--- src/rtl/datapath_pkg.sv ---
// Shared definitions for the two-stage register-file/ALU datapath:
// opcode encoding, opcode width and default geometry.
package datapath_pkg;

   localparam int OP_W       = 3;
   localparam int DEF_DATA_W = 16;
   localparam int DEF_NREG   = 8;

   typedef enum logic [OP_W-1:0] {
      OP_ADD   = 3'd0,
      OP_SUB   = 3'd1,
      OP_AND   = 3'd2,
      OP_OR    = 3'd3,
      OP_XOR   = 3'd4,
      OP_SHL   = 3'd5,
      OP_PASSA = 3'd6,
      OP_LDI   = 3'd7
   } alu_op_e;

   // LDI takes its value from the immediate, so its ra/rb never matter.
   function automatic logic op_reads_regs(input alu_op_e op);
      return (op != OP_LDI);
   endfunction

endpackage

--- src/rtl/pipe_datapath_if.sv ---
// Instruction/result bundle between the sequencer (master) and pipe_datapath (slave).
interface pipe_datapath_if #(
   parameter int DATA_W = 16,
   parameter int NREG   = 8
);
   import datapath_pkg::*;

   localparam int AW = $clog2(NREG);

   logic              in_valid;
   logic              in_ready;
   logic [OP_W-1:0]   in_op;
   logic [AW-1:0]     in_ra;
   logic [AW-1:0]     in_rb;
   logic [AW-1:0]     in_rd;
   logic              in_wb;
   logic [DATA_W-1:0] in_imm;
   logic              out_valid;
   logic [DATA_W-1:0] out_data;
   logic              out_zero;
   logic              out_carry;

   modport master (
      output in_valid, in_op, in_ra, in_rb, in_rd, in_wb, in_imm,
      input  in_ready, out_valid, out_data, out_zero, out_carry
   );

   modport slave (
      input  in_valid, in_op, in_ra, in_rb, in_rd, in_wb, in_imm,
      output in_ready, out_valid, out_data, out_zero, out_carry
   );

endinterface

--- src/rtl/pipe_datapath_regfile_2r1w.sv ---
// NREG x DATA_W register file: two asynchronous read ports, one synchronous
// write port, synchronous active-low clear of every entry.
module regfile_2r1w #(
   parameter int DATA_W = 16,
   parameter int NREG   = 8,
   localparam int AW    = $clog2(NREG)
) (
   input  logic              clk,
   input  logic              rst_n,
   input  logic [AW-1:0]     ra,
   input  logic [AW-1:0]     rb,
   output logic [DATA_W-1:0] rdata_a,
   output logic [DATA_W-1:0] rdata_b,
   input  logic              we,
   input  logic [AW-1:0]     wa,
   input  logic [DATA_W-1:0] wdata
);

   logic [DATA_W-1:0] mem_r [NREG];

   // Storage update: clear wins over a write on the same edge.
   always_ff @(posedge clk) begin
      if (!rst_n) begin
         for (int i = 0; i < NREG; i++) begin
            mem_r[i] <= '0;
         end
      end else if (we) begin
         mem_r[wa] <= wdata;
      end
   end

   assign rdata_a = mem_r[ra];
   assign rdata_b = mem_r[rb];

endmodule

--- src/rtl/pipe_datapath.sv ---
// Two-stage register-file/ALU datapath (read stage R, execute/write-back stage X).
// Optional feature macro: PIPE_DATAPATH_FWD_EN (X-stage result bypass into R; no hazard stall).
module pipe_datapath
   import datapath_pkg::*;
#(
   parameter int DATA_W = DEF_DATA_W,
   parameter int NREG   = DEF_NREG
) (
   input  logic             CLK,
   input  logic             RST_N,
   pipe_datapath_if.slave   bus
);

   localparam int AW   = $clog2(NREG);
   localparam int SH_W = $clog2(DATA_W);

   logic              ex_valid_r;
   alu_op_e           ex_op_r;
   logic [AW-1:0]     ex_rd_r;
   logic              ex_wb_r;
   logic [DATA_W-1:0] ex_imm_r;
   logic [DATA_W-1:0] ex_a_r;
   logic [DATA_W-1:0] ex_b_r;

   logic              out_valid_r;
   logic [DATA_W-1:0] out_data_r;
   logic              out_zero_r;
   logic              out_carry_r;

   logic [DATA_W-1:0] rf_a_s;
   logic [DATA_W-1:0] rf_b_s;
   logic [DATA_W-1:0] op_a_s;
   logic [DATA_W-1:0] op_b_s;
   logic [DATA_W-1:0] alu_res_s;
   logic              alu_carry_s;
   logic [DATA_W:0]   sum_s;
   logic              match_a_s;
   logic              match_b_s;
   logic              ready_s;
   logic              accept_s;
   logic              wr_en_s;

   assign wr_en_s = RST_N && ex_valid_r && ex_wb_r;

   regfile_2r1w #(.DATA_W(DATA_W), .NREG(NREG)) u_rf (
      .clk     (CLK),
      .rst_n   (RST_N),
      .ra      (bus.in_ra),
      .rb      (bus.in_rb),
      .rdata_a (rf_a_s),
      .rdata_b (rf_b_s),
      .we      (wr_en_s),
      .wa      (ex_rd_r),
      .wdata   (alu_res_s)
   );

   // Hazard detection and operand selection for the instruction offered in R.
   always_comb begin
      match_a_s = ex_valid_r && ex_wb_r && (ex_rd_r == bus.in_ra);
      match_b_s = ex_valid_r && ex_wb_r && (ex_rd_r == bus.in_rb);
`ifdef PIPE_DATAPATH_FWD_EN
      ready_s = RST_N;
      op_a_s  = match_a_s ? alu_res_s : rf_a_s;
      op_b_s  = match_b_s ? alu_res_s : rf_b_s;
`else
      // Hold off one cycle so the pending write lands before the read.
      ready_s = RST_N && !(op_reads_regs(alu_op_e'(bus.in_op)) && (match_a_s || match_b_s));
      op_a_s  = rf_a_s;
      op_b_s  = rf_b_s;
`endif
   end

   assign accept_s     = bus.in_valid && ready_s;
   assign bus.in_ready = ready_s;

   // X-stage ALU; carry is meaningful only for ADD and SUB.
   always_comb begin
      alu_res_s   = '0;
      alu_carry_s = 1'b0;
      sum_s       = '0;
      case (ex_op_r)
         OP_ADD: begin
            sum_s       = {1'b0, ex_a_r} + {1'b0, ex_b_r};
            alu_res_s   = sum_s[DATA_W-1:0];
            alu_carry_s = sum_s[DATA_W];
         end
         OP_SUB: begin
            alu_res_s   = ex_a_r - ex_b_r;
            alu_carry_s = (ex_a_r >= ex_b_r);
         end
         OP_AND:   alu_res_s = ex_a_r & ex_b_r;
         OP_OR:    alu_res_s = ex_a_r | ex_b_r;
         OP_XOR:   alu_res_s = ex_a_r ^ ex_b_r;
         OP_SHL:   alu_res_s = ex_a_r << ex_b_r[SH_W-1:0];
         OP_PASSA: alu_res_s = ex_a_r;
         OP_LDI:   alu_res_s = ex_imm_r;
         default: begin
            alu_res_s   = '0;
            alu_carry_s = 1'b0;
         end
      endcase
   end

   // R -> X pipeline register; reset drops any in-flight instruction.
   always_ff @(posedge CLK) begin
      if (!RST_N) begin
         ex_valid_r <= 1'b0;
         ex_op_r    <= OP_ADD;
         ex_rd_r    <= '0;
         ex_wb_r    <= 1'b0;
         ex_imm_r   <= '0;
         ex_a_r     <= '0;
         ex_b_r     <= '0;
      end else begin
         ex_valid_r <= accept_s;
         if (accept_s) begin
            ex_op_r  <= alu_op_e'(bus.in_op);
            ex_rd_r  <= bus.in_rd;
            ex_wb_r  <= bus.in_wb;
            ex_imm_r <= bus.in_imm;
            ex_a_r   <= op_a_s;
            ex_b_r   <= op_b_s;
         end
      end
   end

   // Result registers; data and flags hold their last value between pulses.
   always_ff @(posedge CLK) begin
      if (!RST_N) begin
         out_valid_r <= 1'b0;
         out_data_r  <= '0;
         out_zero_r  <= 1'b0;
         out_carry_r <= 1'b0;
      end else begin
         out_valid_r <= ex_valid_r;
         if (ex_valid_r) begin
            out_data_r  <= alu_res_s;
            out_zero_r  <= (alu_res_s == '0);
            out_carry_r <= alu_carry_s;
         end
      end
   end

   assign bus.out_valid = out_valid_r;
   assign bus.out_data  = out_data_r;
   assign bus.out_zero  = out_zero_r;
   assign bus.out_carry = out_carry_r;

endmodule

--- src/flat_wrapper.sv ---
// flat-port wrapper written by rule: the top's interface ports become plain ports
module pipe_datapath_flat import datapath_pkg::*;
#(
   parameter int DATA_W = DEF_DATA_W,
   parameter int NREG   = DEF_NREG
)
  (CLK, RST_N, bus_in_valid, bus_in_op, bus_in_ra, bus_in_rb, bus_in_rd, bus_in_wb, bus_in_imm, bus_in_ready, bus_out_valid, bus_out_data, bus_out_zero, bus_out_carry);
  pipe_datapath_if #(.DATA_W(DATA_W), .NREG(NREG)) bus_i ();
  input  logic CLK;
  input  logic RST_N;
  input wire logic [$bits(bus_i.in_valid)-1:0] bus_in_valid;
  input wire logic [$bits(bus_i.in_op)-1:0] bus_in_op;
  input wire logic [$bits(bus_i.in_ra)-1:0] bus_in_ra;
  input wire logic [$bits(bus_i.in_rb)-1:0] bus_in_rb;
  input wire logic [$bits(bus_i.in_rd)-1:0] bus_in_rd;
  input wire logic [$bits(bus_i.in_wb)-1:0] bus_in_wb;
  input wire logic [$bits(bus_i.in_imm)-1:0] bus_in_imm;
  output wire logic [$bits(bus_i.in_ready)-1:0] bus_in_ready;
  output wire logic [$bits(bus_i.out_valid)-1:0] bus_out_valid;
  output wire logic [$bits(bus_i.out_data)-1:0] bus_out_data;
  output wire logic [$bits(bus_i.out_zero)-1:0] bus_out_zero;
  output wire logic [$bits(bus_i.out_carry)-1:0] bus_out_carry;
  assign bus_i.in_valid = bus_in_valid;
  assign bus_i.in_op = bus_in_op;
  assign bus_i.in_ra = bus_in_ra;
  assign bus_i.in_rb = bus_in_rb;
  assign bus_i.in_rd = bus_in_rd;
  assign bus_i.in_wb = bus_in_wb;
  assign bus_i.in_imm = bus_in_imm;
  assign bus_in_ready = bus_i.in_ready;
  assign bus_out_valid = bus_i.out_valid;
  assign bus_out_data = bus_i.out_data;
  assign bus_out_zero = bus_i.out_zero;
  assign bus_out_carry = bus_i.out_carry;
  pipe_datapath #(.DATA_W(DATA_W), .NREG(NREG)) u_core (.CLK(CLK), .RST_N(RST_N), .bus(bus_i));
endmodule
--- config.mk ---
export PLATFORM = sky130hd
export DESIGN_NAME = pipe_datapath_flat
export DESIGN_NICKNAME = d
export VERILOG_FILES = /design/src/rtl/datapath_pkg.sv /design/src/rtl/pipe_datapath_if.sv /design/src/rtl/pipe_datapath_regfile_2r1w.sv /design/src/rtl/pipe_datapath.sv /design/src/flat_wrapper.sv
export SDC_FILE = /design/constraint.sdc
export NUM_CORES = 1
export LEC_CHECK = 0
export CORE_ASPECT_RATIO = 1.25
export CORE_MARGIN = 4
export CORE_UTILIZATION = 55
export CTS_CLUSTER_DIAMETER = 60
export CTS_CLUSTER_SIZE = 25
export DETAILED_ROUTE_END_ITERATION = 7
export PLACE_DENSITY = 0.82
export SKIP_CTS_REPAIR_TIMING = 1
export SLEW_MARGIN = 5
export SYNTH_ARGS = -nofsm -noshare
export SYNTH_HDL_FRONTEND = slang
export SYNTH_SLANG_ARGS = --single-unit
export TNS_END_PERCENT = 10
--- constraint.sdc ---
create_clock -name CLK -period 4.45 [get_ports CLK]
set_clock_uncertainty 0.2 [all_clocks]
set_input_delay 0.89 -clock CLK [delete_from_list [all_inputs] [get_ports CLK]]
set_output_delay 0.89 -clock CLK [all_outputs]
set_load 0.01 [all_outputs]
# --- Word level (Yosys, flattened, before mapping) ---
# Memories as Yosys holds them, arrays and structs flattened. A register that Yosys moved wholly into a read port is not among the register bits.
# Cells that the tools add are included.
word_totals:
  register_bits: 43
  ramBits: 128
  inputBits: 32
  out_inout_bits: 20
  word_cells: 51
  mem_count: 1
op_classes:
  add_sub_neg: 2
  order_cmp: 1
  eq_ne: 10
  shifts: 1
  mux: 9
  bitwise_logic: 3
  reduce_logical: 15
mem_list:
  columns: ["name", "words", "word_bits", "rd", "rd_ports_with_merged_regs", "write_ports", "line_no", "rtl"]
  rows:
  - ["u_core.u_rf.mem_r", 8, 16, 2, 2, 8, "pipe_datapath_regfile_2r1w.sv:19", "logic [DATA_W-1:0] mem_r [NREG];"]
ops:
  columns: ["op", "count"]
  rows:
  - ["$pmux W16 S8", 1]
  - ["$add A16 B16 Y17", 1]
  - ["$and A16 B16 Y16", 1]
  - ["$ge A16 B16 Y1", 1]
  - ["$logic_not A16 Y1", 1]
  - ["$mux W16", 1]
  - ["$or A16 B16 Y16", 1]
  - ["$reduce_or A16 Y1", 1]
  - ["$shl A16 B4 Y16", 1]
  - ["$sub A16 B16 Y16", 1]
  - ["$xor A16 B16 Y16", 1]
  - ["$eq A3 B3 Y1 const B", 4]
  - ["$logic_and A1 B1 Y1", 8]
  - ["$eq A3 B2 Y1 const B", 2]
  - ["$eq A3 B3 Y1", 2]
  - ["$mux W1", 5]
  - ["$eq A3 B1 Y1 const B", 1]
  - ["$logic_not A1 Y1", 3]
  - ["$logic_not A3 Y1", 1]
  - ["$mux W3", 1]
  - ["$ne A3 B3 Y1 const B", 1]
  - ["$pmux W1 S2", 1]
  - ["$logic_or A1 B1 Y1", 1]

# --- Longest topological paths before layout ---
# Gate-level depths: netlist of run 1.
depth:
  ltp_word: 7
  depth_mapped: 14
  ltp_nobuf: 13

# --- Hierarchy ---
# A second synthesis of run 1 with hierarchy kept.
unflattened:
  hier_cells: 1235
  area_unflattened_um2: 13052.5
modules_own_cells:
  columns: ["module", "instances", "cells_per_inst", "area_each_um2", "seq_area_each_um2"]
  rows:
  - ["regfile_2r1w", 1, 430, 6876.6, 3843.7]
  - ["pipe_datapath", 1, 805, 6175.9, 1501.4]

# --- Worst setup path after synthesis of run 1 ---
# OpenSTA, ideal clock, no wires.
synth_path:
  path_type: "reg-to-reg"
  start: "register u_core.ex_b_r[2] (read register of u_core.u_rf.mem_r)"
  end: "register u_core.out_zero_r, in the netlist u_core.bus.out_zero"
  setup_ps: 88
  arrival_ps: 3230
  required_ps: 4162
  setup_slack_ps: 931
  path_stages_with_launch: 14
  n_path_buf: 2
  period_less_slack_ps: 3519
  cell_sequence: "dfxtp_1 > buf_2 > clkinv_1 > ha_1 > buf_4 > nor2b_1 > o2111ai_1 > a211oi_1 > o211ai_1 > mux2i_1 > a211oi_2 > and4_1 > nand4_1 > o32ai_2"
synth_via:
  elab_chain_cells: 3
  elab_cells_between_ends: 8
  cone_classes: "add/sub (2); shift (1); mux (1); bitwise (3); reduce/logical (1)"
synth_rtl:
  columns: ["item", "line_no", "rtl"]
  rows:
  - ["start, declared", "pipe_datapath.sv:23", "logic [DATA_W-1:0] ex_b_r;"]
  - ["$sub A16 B16 Y16, or another cell as far along", "pipe_datapath.sv:88", "alu_res_s = ex_a_r - ex_b_r;"]
  - ["$pmux W16 S8 (*)", "pipe_datapath.sv:81", "case (ex_op_r)"]
  - ["$logic_not A16 Y1 (*)", "pipe_datapath.sv:138", "out_zero_r <= (alu_res_s == '0);"]
  - ["end signal, assigned", "pipe_datapath.sv:138", null]
  - ["end, declared", "pipe_datapath.sv:27", "logic out_zero_r;"]
# Every way passes the cells marked *; elsewhere a longest branch is shown, timed or not.
# A chain may end at the register's enable or synchronous reset.

# --- Final worst setup path of run 1 ---
layout_path:
  start: "register u_core.ex_b_r[0] (read register of u_core.u_rf.mem_r)"
  end: "register u_core.out_zero_r, in the netlist u_core.bus.out_zero"
# Same word-level chain as after synthesis.

==> flow_metrics.tcl, run 1 <==
set metrics [dict create \
    outcome "finished, final reports clean" \
    grt_start_max_net_pins 68 \
    wl_mm 39.60 \
    track_usage 0.3137 \
    synth_nets 1308 \
    rsz0062_at_grt "false" \
    worst_slack_ps 548.1 \
    finalHoldViolCount 0 \
    die_w_um 143.6 \
    netlist_area_um2 12640 \
    nFillCells 1811 \
    synth-warning-count 0 \
    synth.distinct_cells 86 \
    final_cell_count_no_fill 1558 \
    grt_overflow 0 \
    clock_latency_ps 500 \
    ys_seq_elements 203 \
    max-slew-margin-rel 0.3416 \
    cts_sinks 203 \
    min_path_type "reg -> reg" \
    setup_violations 0 \
    yosys_most_used_dff "edfxtp_1" \
    drv_slew 0 \
    finalInstanceArea_um2 14090 \
    die_area_um2 25480 \
    clk_path_buf_depth 3 \
    pre_cts_ws_ps 646.8 \
    required_ps 4650 \
    cts_made_buffers 15 \
    vias_per_cell 6.725 \
    drv_cap 0 \
    fin_hold_ws_ps 265.4 \
    dp_hpwl_mm 28.47 \
    place_area_um2 13580 \
    ir_worst_vdd_uv 341.2 \
    die_y_um 177.5 \
    multi_input_area_um2 6644 \
    drt_iter0_markers 1209 \
    fin_crit_sh 0.8768 \
    grt_pass1_wl_mm 60.38 \
    antenna_left 0 \
    start_util 0.5632 \
    power.density_nw_per_um2 339.4 \
    antenna_found_initial 1 \
    cp-start-kind "flip-flop" \
    worst-slew-pin-transition_ps 980.0 \
    port_buffers 51 \
    post-place-cells 1532 \
    fin_setup_tns_ps 0 \
    grt_pass1_vias 10320 \
    regArea_um2 5346 \
    n_antenna_cell 0 \
    max_freq_mhz 256.3 \
    drt_pass1_iterations 5 \
    synth-edff-count 128 \
    gp_congestion 1.034 \
    avgRoutedWirePerCell_um 25.42 \
    fin_util 0.6278 \
    yosysSeqAreaShare 0.4229 \
    end_kind "flip-flop" \
    arrival_ps 4110 \
    p_leak_nw 5.178 \
    cts.htree.levels 1 \
    root_buffer "clkbuf_16" \
    path_clk_slew_ps 90 \
    cts_tree "yes" \
    drc 0 \
    syn_to_final_growth_pct 11.46 \
    vias 10480 \
    drive_gt1_frac 0.1545 \
    synthArstFlopShare 0 \
    synth_cells 1225 \
    fp-row-count 61 \
    coreArea_um2 22440 \
    avgSynthCellArea_um2 10.32 \
    power_mw 4.782 \
    min_period_ps 3902 \
    worstPathMaxFanout 24 \
    io_pins 52 \
    layout.nets 1349 \
    criticalPathCategory "reg -> reg" \
]
[power breakdown]
part | internal [mW] | switching [mW] | total [mW] | leakage [nW]
Clock | 0.675 | 0.755 | 1.43 | 0.240
Sequential | 2.09 | 0.0722 | 2.16 | 1.94
Combinational | 0.457 | 0.737 | 1.19 | 3.00
[cell usage after synthesis (6+ instances only)]
master	count	area (um^2)
a211oi_1	52	390.4
a21o_1	8	60.06
a21oi_1	36	180.2
a22oi_1	11	82.58
and3_1	6	37.54
buf_1	10	37.54
buf_2	17	85.08
buf_6	7	78.83
clkbuf_1	58	217.7
dfxtp_1	75	1501
edfxtp_1	128	3844
ha_1	49	613.1
inv_1	49	183.9
mux2i_1	58	580.6
mux4_2	68	1531
nand2_1	107	401.6
nand3_1	11	55.05
nor2_1	215	807.0
nor2b_1	11	68.82
nor3_1	14	70.07
o211ai_1	8	60.06
o21ai_0	58	290.3
o22ai_1	15	93.84
xnor2_1	11	96.34
xor2_1	6	52.55
[logic make-up after synthesis]
family	Yosys count	synth area share
buffers and inverters	150	0.05158
AO/OA/AOI/OAI	267	0.1511
XOR/XNOR	17	0.01178
multiplexers	134	0.1756
flip-flops	203	0.4229
adder cells (fa/ha/maj)	51	0.05168
AND/OR/NAND/NOR	403	0.1353
[worst paths after layout]
kind                       from             endpoint  slack [ps]  depth (start not counted)
max reg2reg    u_core.ex_b_r[0]  u_core.bus.out_zero         550                         13
max            u_core.ex_b_r[0]  u_core.bus.out_zero         550                         13
min reg2reg  u_core.ex_imm_r[3]   u_core.ex_imm_r[3]         270                          2
min          u_core.ex_imm_r[3]   u_core.ex_imm_r[3]         270                          2
[cell type report]
| cell class | count | area share |
|---|---|---|
| Tap cell | 283 | 0.02514 |
| Inverter | 54 | 0.01439 |
| Timing Repair Buffer | 120 | 0.07319 |
| Clock buffer | 16 | 0.02691 |
| Clock inverter | 10 | 0.009237 |
| Sequential cell | 203 | 0.3795 |
| Multi-Input combinational cell | 872 | 0.4716 |
[metal layers]
layer,GRT usage,part of all wire,vias up
met5,0,0,-
met4,0.1668,0.063,0
met3,0.03854,0.076,160
met2,0.5353,0.50,593
met1,0.3878,0.36,5120
li1,-,-,4605
[worst max-delay path: stages, from the launching register on]
cell,delay [ps]
dfxtp_1,350
buf_4,300
ha_1,230
inv_1,60
fa_1,400
nor2b_2,200
o21ai_0,200
a221oi_1,130
o21ai_0,170
a21oi_1,90
a211oi_2,800
and4_1,330
nand4_1,110
o32ai_2,240
[sequential cells by signal, summed over array words and instances (netlist names)]
name                  flops
u_core.u_rf.mem_r       128
u_core.bus.out_data      16
u_core.ex_a_r            16
u_core.ex_b_r            16
u_core.ex_imm_r          16
u_core.ex_op_r            3
u_core.ex_rd_r            3
u_core.bus.out_carry      1
u_core.bus.out_valid      1
u_core.bus.out_zero       1
u_core.ex_valid_r         1
u_core.ex_wb_r            1
[cells in the final DEF (no fill, tap or decap), types with 36 or more instances in the layout]
cell type,n
o21ai_0,58
mux2i_1,58
inv_1,49
dfxtp_1,74
mux4_2,68
a21oi_1,36
clkdlybuf4s50_1,49
buf_4,68
edfxtp_1,128
ha_1,49
a211oi_1,52
nand2_1,107
nor2_1,215
Note: power is estimated with default switching activity, not from simulation.
==> run 2: changes to the inputs <==
Settings changed: DONT_BUFFER_PORTS set to 1, PLACE_DENSITY 0.82 to 0.7, SLEW_MARGIN 5 to unset.
==> flow_metrics.tcl, run 2 (synthesis gave the netlist of run 1 again) <==
set metrics [dict create \
    outcome "finished, final reports clean" \
    end_kind "flip-flop" \
    reg2reg_setup_slack_ps 550 \
    reg2reg_from "u_core.ex_a_r[0]" \
    min_path_type "reg -> reg" \
    syn_to_final_growth_pct 5.336 \
    drive_gt1_frac 0.1367 \
    vias 9832 \
    cts_made_buffers 15 \
    die_area_um2 25480 \
    worstSetupEndpoint "u_core.bus.out_zero" \
    antenna_found_initial 0 \
    place_area_um2 12830 \
    cp-start-kind "flip-flop" \
    cts.htree.levels 1 \
    clk_path_buf_depth 3 \
    vias_per_cell 6.666 \
    min_period_ps 3904 \
    path_clk_slew_ps 90 \
    worstPathMaxFanout 10 \
    worst-slew-pin-transition_ps 1030 \
    track_usage 0.2898 \
    gp_congestion 1.002 \
    power_mw 4.591 \
    criticalPathCategory "reg -> reg" \
    layout.nets 1267 \
    fin_hold_ws_ps 263.9 \
    fp-row-count 61 \
    clock_latency_ps 490 \
    finalHoldViolCount 0 \
    power.density_nw_per_um2 344.8 \
    ir_worst_vdd_uv 376.8 \
    drt_pass1_iterations 5 \
    cts_tree "yes" \
    grt_pass1_wl_mm 56.13 \
    die_w_um 143.6 \
    rr_worst_depth 13 \
    finalInstanceArea_um2 13310 \
    pre_cts_ws_ps 610.8 \
    required_ps 4640 \
    setup_violations 0 \
    coreArea_um2 22440 \
    antenna_left 0 \
    arrival_ps 4100 \
    root_buffer "clkbuf_16" \
    dp_hpwl_mm 26.02 \
    p_leak_nw 4.822 \
    avgRoutedWirePerCell_um 25.10 \
    reg2reg_to "u_core.bus.out_zero" \
    rsz0062_at_grt "false" \
    grt_overflow 0 \
    drv_slew 0 \
    largest_register_ffs 128 \
    die_y_um 177.5 \
    grt_start_max_net_pins 73 \
    regMostFlops "u_core.u_rf.mem_r" \
    worst_slack_ps 546.3 \
    drv_cap 0 \
    max-slew-margin-rel 0.3114 \
    port_buffers 0 \
    cts_sinks 203 \
    wl_mm 37.03 \
    grt_pass1_vias 9410 \
    final_common_cell "nor2_1" \
    max_freq_mhz 256.2 \
    drc 0 \
    start_util 0.5632 \
    io_pins 52 \
    drt_iter0_markers 1111 \
    layout.cells.most_common_list "nor2_1, edfxtp_1, nand2_1" \
    fin_setup_tns_ps 0 \
    fin_crit_sh 0.8772 \
    n_antenna_cell 0 \
    startpoint "u_core.ex_a_r[0]" \
]
==> run 2: cell count changes in the layout (fill, tap and decap cells not counted), sizes merged <==
cell	delta
buf	-33
clkinv	-1
clkbuf	-1
inv	+1
clkdlybuf4s50	-49
==> run 2: per-stage QoR <==
step	utilization	cells
4_1_cts	0.5933	1475
3_3_place_gp	0.5719	1450
6_report	0.5933	1475
3_5_place_dp	0.5719	1450
5_1_grt	0.5933	1475
2_1_floorplan	-	1225
==> run 2: critical path: stages, from the launching register on <==
cell       delay, ps
dfxtp_1          460
ha_1             260
inv_1             70
fa_1             370
nor2b_1          280
o2111ai_1        180
a211oi_1         650
o211ai_1         210
mux2i_1          160
a211oi_2         240
buf_4            220
and4_1           190
nand4_1          100
o32ai_2          210
==> run 2: worst min-delay path by stage <==
stage                     cells after the start           startpoint                  end  slack, ps
after floorplan                               2   u_core.ex_imm_r[3]   u_core.ex_imm_r[3]        230
after global placement                        2   u_core.ex_imm_r[1]   u_core.ex_imm_r[1]        250
after detailed placement                      2  u_core.ex_imm_r[11]  u_core.ex_imm_r[11]        260
after CTS                                     2  u_core.ex_imm_r[11]  u_core.ex_imm_r[11]        270
after global routing                          2   u_core.ex_imm_r[8]   u_core.ex_imm_r[8]        280
final                                         2  u_core.ex_imm_r[11]  u_core.ex_imm_r[11]        260
==> run 2: final cells by class <==
class                           instances  area, um^2
Fill cell                            1910        9126
Inverter                               54       202.7
Tap cell                              283       354.1
Clock buffer                           15       375.4
Timing Repair Buffer                   38       285.3
Multi-Input combinational cell        872        6644
Sequential cell                       203        5346
Clock inverter                         10       105.1
==> run 2: power by group <==
group	total [mW]	internal, mW	switching, mW
registers	2.18	2.09	0.0898
clock network	1.39	0.663	0.724
logic	1.03	0.392	0.636
==> run 2: routing by layer <==
layer,GRT usage,part of all wire,vias up
met3,0.02857,0.065,109
met1,0.3752,0.38,4825
met4,0.1303,0.054,0
li1,-,-,4426
met2,0.4924,0.50,472
met5,0,0,-
